--- src/rtl/fifo_wr_arbiter.sv ---
// rtl/fifo_wr_arbiter.sv - round-robin packet-locking arbiter for a shared FIFO write port
//
// Shares one FIFO write port among N producers. An idle arbiter picks the first
// requester at or after the round-robin pointer; a multi-beat packet then holds
// the port until its last beat, so packets land in the FIFO contiguously.
//
// Ports:
//   clk          clock, rising edge
//   rst          asynchronous active-low reset
//   req[N]       per-requester beat valid
//   last[N]      per-requester final-beat marker, qualified by req
//   data[N*W]    requester i's beat on [i*W +: W]
//   gnt[N]       one-hot or zero; beat from requester i accepted this cycle
//   fifo_full    FIFO full (registered in the FIFO, so no loop through gnt)
//   fifo_wr_err  FIFO write error, only reaches outputs through err_sticky
//   fifo_we      FIFO write enable
//   fifo_din     FIFO write data, zero when nothing is granted
//   owner        requester holding the lock; keeps its value in IDLE
//   busy         1 while a packet holds the lock
//   err_sticky   FIFO write error seen since the last clear
//   clr_err      synchronous clear of err_sticky (a same-cycle error wins)

module fifo_wr_arbiter #(
   parameter int N = 4,
   parameter int W = 8,
   localparam int IW = $clog2(N)
) (
   input  logic            clk,
   input  logic            rst,
   input  logic [N-1:0]    req,
   input  logic [N-1:0]    last,
   input  logic [N*W-1:0]  data,
   output logic [N-1:0]    gnt,
   input  logic            fifo_full,
   input  logic            fifo_wr_err,
   output logic            fifo_we,
   output logic [W-1:0]    fifo_din,
   output logic [IW-1:0]   owner,
   output logic            busy,
   output logic            err_sticky,
   input  logic            clr_err
);

   typedef enum logic {IDLE, LOCKED} st_t;

   st_t           st, st_n;
   logic [IW-1:0] ptr, ptr_n, owner_n;
   logic [IW-1:0] win, cand, gidx;
   logic          found, vld;

   // Explicit compare against N-1 so non-power-of-two N wraps correctly.
   function automatic logic [IW-1:0] inc(input logic [IW-1:0] x);
      return (x == IW'(N - 1)) ? '0 : x + IW'(1);
   endfunction

   // Rotating search starting at ptr.
   always_comb begin
      found = 1'b0;
      win   = '0;
      cand  = ptr;
      for (int k = 0; k < N; k++) begin
         if (!found && req[cand]) begin
            found = 1'b1;
            win   = cand;
         end
         cand = inc(cand);
      end
   end

   // Grant selection. Reset is folded in so outputs drop without a clock edge.
   always_comb begin
      vld  = 1'b0;
      gidx = '0;
      if (rst && !fifo_full) begin
         if (st == LOCKED) begin
            vld  = req[owner];
            gidx = owner;
         end else begin
            vld  = found;
            gidx = win;
         end
      end
   end

   always_comb begin
      gnt      = '0;
      fifo_din = '0;
      for (int i = 0; i < N; i++) begin
         if (vld && gidx == IW'(i)) begin
            gnt[i]   = 1'b1;
            fifo_din = data[i*W +: W];
         end
      end
      fifo_we = vld;
   end

   // Next state: only a grant moves the FSM; bubbles and full stalls hold everything.
   always_comb begin
      st_n    = st;
      ptr_n   = ptr;
      owner_n = owner;
      if (vld) begin
         if (st == IDLE) begin
            if (last[gidx]) begin
               ptr_n = inc(gidx);
            end else begin
               st_n    = LOCKED;
               owner_n = gidx;
            end
         end else if (last[gidx]) begin
            st_n  = IDLE;
            ptr_n = inc(owner);
         end
      end
   end

   always_ff @(posedge clk or negedge rst) begin
      if (!rst) begin
         st    <= IDLE;
         ptr   <= '0;
         owner <= '0;
      end else begin
         st    <= st_n;
         ptr   <= ptr_n;
         owner <= owner_n;
      end
   end

   always_ff @(posedge clk or negedge rst) begin
      if (!rst)
         err_sticky <= 1'b0;
      else if (fifo_wr_err)
         err_sticky <= 1'b1;
      else if (clr_err)
         err_sticky <= 1'b0;
   end

   assign busy = (st == LOCKED);

endmodule

--- config.mk ---
export PLATFORM = sky130hd
export DESIGN_NAME = fifo_wr_arbiter
export DESIGN_NICKNAME = d
export VERILOG_FILES = /design/src/rtl/fifo_wr_arbiter.sv
export SDC_FILE = /design/constraint.sdc
export NUM_CORES = 1
export LEC_CHECK = 0
export BUFFER_PORTS_ARGS = -buffer_cell sky130_fd_sc_hd__buf_4
export CAP_MARGIN = 5
export CELL_PAD_IN_SITES_DETAIL_PLACEMENT = 0
export CELL_PAD_IN_SITES_GLOBAL_PLACEMENT = 1
export CORE_ASPECT_RATIO = 0.5
export CORE_UTILIZATION = 32
export DETAILED_ROUTE_END_ITERATION = 10
export PLACE_DENSITY = 0.86
export SLEW_MARGIN = 10
export SYNTH_ARGS = -nofsm -noshare
export SYNTH_HDL_FRONTEND = slang
export SYNTH_SLANG_ARGS = --single-unit
--- constraint.sdc ---
create_clock -name clk -period 5.2 [get_ports clk]
set_input_delay 1.04 -clock clk [delete_from_list [all_inputs] [get_ports clk]]
set_output_delay 1.04 -clock clk [all_outputs]
set_load 0.02 [all_outputs]
==> flow_summary.json <==
{
  "status": "completed",
  "setup_viol": 0,
  "syn-num-nets": 221,
  "cts_tree": "built",
  "tns_ps": 0,
  "grt.total_usage_pct": 17.54,
  "dieArea_sq_mm": 0.004187,
  "cts_hold_buf": 0,
  "synth_edf_count": 0,
  "hold_viol": 0,
  "period_needed_ps": 4877,
  "slew_viol_final": 0,
  "max_freq_mhz": 205.0,
  "post_cts_buffers": 0,
  "hold_class": "reg -> reg",
  "post_synth_inst_count": 171,
  "skew_ps": 2.689,
  "coreArea_sq_mm": 0.003585,
  "max_cap_violations": 0,
  "drive_gt1_share_pct": 38.22,
  "swShare_pct": 49.44,
  "start_util_pct": 34.97,
  "die_w_um": 90.52,
  "async_reset_ff_share_pct": 100.0,
  "syn2layout_area_growth_pct": 41.62,
  "grt_setup_unrepaired": "no",
  "fin_nets": 277,
  "worstSetupEndpointType": "primary output",
  "pin_count": 62,
  "clockBufferDepth": 2,
  "clkTransAtPathRegs_ps": 30,
  "routed_wl_um": 3625,
  "cts_sinks": 6,
  "clkPwrFrac_pct": 9.0,
  "grt_pass1_vias": 1324,
  "p_per_area_mw_per_mm2": 432.3,
  "cp.arrival_ps": 3840,
  "wl_per_cell_um": 13.13,
  "vias_per_cell": 5.312,
  "synth_top_cell_area_share_pct": 11.98,
  "port_buffers": 61,
  "internal_power_uw": 388.1,
  "vias": 1466,
  "grt.met1_usage_pct": 22.63,
  "crit_fanout": 10,
  "fp.dieH_um": 46.26,
  "drc": 0,
  "cp_data_required_time_ps": 4160,
  "yosys-top-cells-count": "nor2_1 (35), a21oi_1 (19), a22oi_1 (9), clkbuf_1 (7), inv_1 (7)",
  "syn_area_per_cell_sq_um": 7.332,
  "crit_path_start_kind": "primary input",
  "ys_top_cells_by_area": "dfrtp_1 (12%), nor2_1 (10%), a21oi_1 (7.6%)",
  "p_switching_uw": 379.4,
  "drt_iter0_drc": 86,
  "finalWeightedCongestion": 0.8162,
  "antenna_found_initial": 0,
  "grt_max_degree": 22,
  "ant_nets": 0,
  "rows": 15,
  "utilization_pct": 49.53,
  "overflow": 0,
  "cts_resized": 0,
  "yosysWarnings": 0,
  "dpl.hpwl_um": 2811,
  "numCtsBuffers": 3,
  "power_frac_seq_pct": 12.2,
  "fin_total_pwr_uw": 767.5,
  "antenna_cells": 0,
  "ys_types": 53,
  "seq_area_frac_synth_pct": 11.98,
  "synthFlopType": "dfrtp_1",
  "use_met3_pct": 4.290,
  "cts_root_buf": "clkbuf_8",
  "criticalPathCategory": "in -> out",
  "synth_area_sq_mm": 0.001254,
  "grt_pass1_wl_um": 5885,
  "slew_headroom_pct": 61.33,
  "yosysTopAreaCell": "dfrtp_1",
  "worst_pin_slew_ps": 580.1,
  "max-vdd-ir-drop_uv": 150.9,
  "clk_latency_ps": 220,
  "finalCritPeriodShare_pct": 93.79,
  "synth.most_common_cell": "nor2_1",
  "grt-busiest-layer": "met2",
  "pwr-share-comb_pct": 78.8,
  "ys_seq_elements": 6,
  "fill_cells": 348,
  "htree_levels": 1,
  "first_pass_iters": 4,
  "use_met2_pct": 31.52,
  "power.leakage_nw": 0.8477
}
## power groups by stage
stage	sequential, mW	combinational, mW	clock (mW)
2_1_floorplan	0.0980	0.441	0
5_1_grt	0.0971	0.669	0.0747
6_report	0.0933	0.605	0.0691
4_1_cts	0.0936	0.598	0.0707
3_5_place_dp	0.0945	0.594	0
3_3_place_gp	0.0949	0.588	0
## critical path: stages
cell      delay, ps
buf_4           150
nand2b_1        160
mux4_2          500
or3_4           430
a31oi_4         210
inv_1            90
ha_1            300
nor2_1          140
buf_4           160
a22oi_1          80
nor2_1          120
a21oi_1          50
nor2_1          100
a21oi_1          50
nor2_1          110
buf_4           150
## path summary, 6_finish.rpt
| path | from | to | slack (ps) | cells past startpoint |
|---|---|---|---|---|
| max | req[0] | fifo_din[3] | 320 | 16 |
| min | err_sticky | err_sticky | 480 | 1 |
| min reg2reg | err_sticky | err_sticky | 480 | 1 |
| max in group asynchronous | rst | busy | 4460 | 1 |
| max reg2reg | ptr[0] | owner[1] | 2060 | 10 |
| min in group asynchronous | rst | ptr[1] | 620 | 1 |
## logic make-up after synthesis
family / share of synthesized area, %
simple gates: 25.85
compound gates: 32.63
buf+inv: 9.482
mux: 14.37
flops: 11.98
fa+ha+maj: 4.990
xor+xnor: 0.6987
## metrics by stage
step	hold slack (ps)	area (sq um)	instances	setup slack (ps)
2_1_floorplan	598.4	1254	171	291.4
3_3_place_gp	463.9	1728	273	413.4
3_5_place_dp	473.7	1728	273	335.4
4_1_cts	481.3	1769	276	285.7
5_1_grt	497.6	1775	276	45.30
6_report	479.4	1775	276	322.7
## metal layers
metal	share of wire, %	wire, um
met1	46	1671
met5	0	0
met4	0.30	11
met2	46	1683
met3	7.1	258
## cell usage in the layout, fill, tap and decap left out, drive strengths merged, types with 3 or more instances in the layout
master  instances
a21o            3
a21oi          19
a22oi           9
and2            4
buf            66
clkbuf          3
dfrtp           6
ha              5
inv             9
mux2            4
mux2i           6
mux4            3
nand2           4
nand2b          5
nor2           36
nor3            5
o21a            3
o21ai           3
o31ai           3
or2             3
## final cells by class
cell class	instances	area [sq um]	area share, %
clock buffers	3	41.29	2.326
well taps	51	63.81	3.594
multi-input cells	141	991.0	55.81
inverters	9	33.78	1.903
flip-flops and latches	6	150.1	8.457
repair buffers	66	495.5	27.91
## registers in the layout, summed over array words and instances (netlist names)
signal,count
ptr,2
busy,1
owner,2
err_sticky,1
No activity file was read; power rests on OpenSTA's default activity.
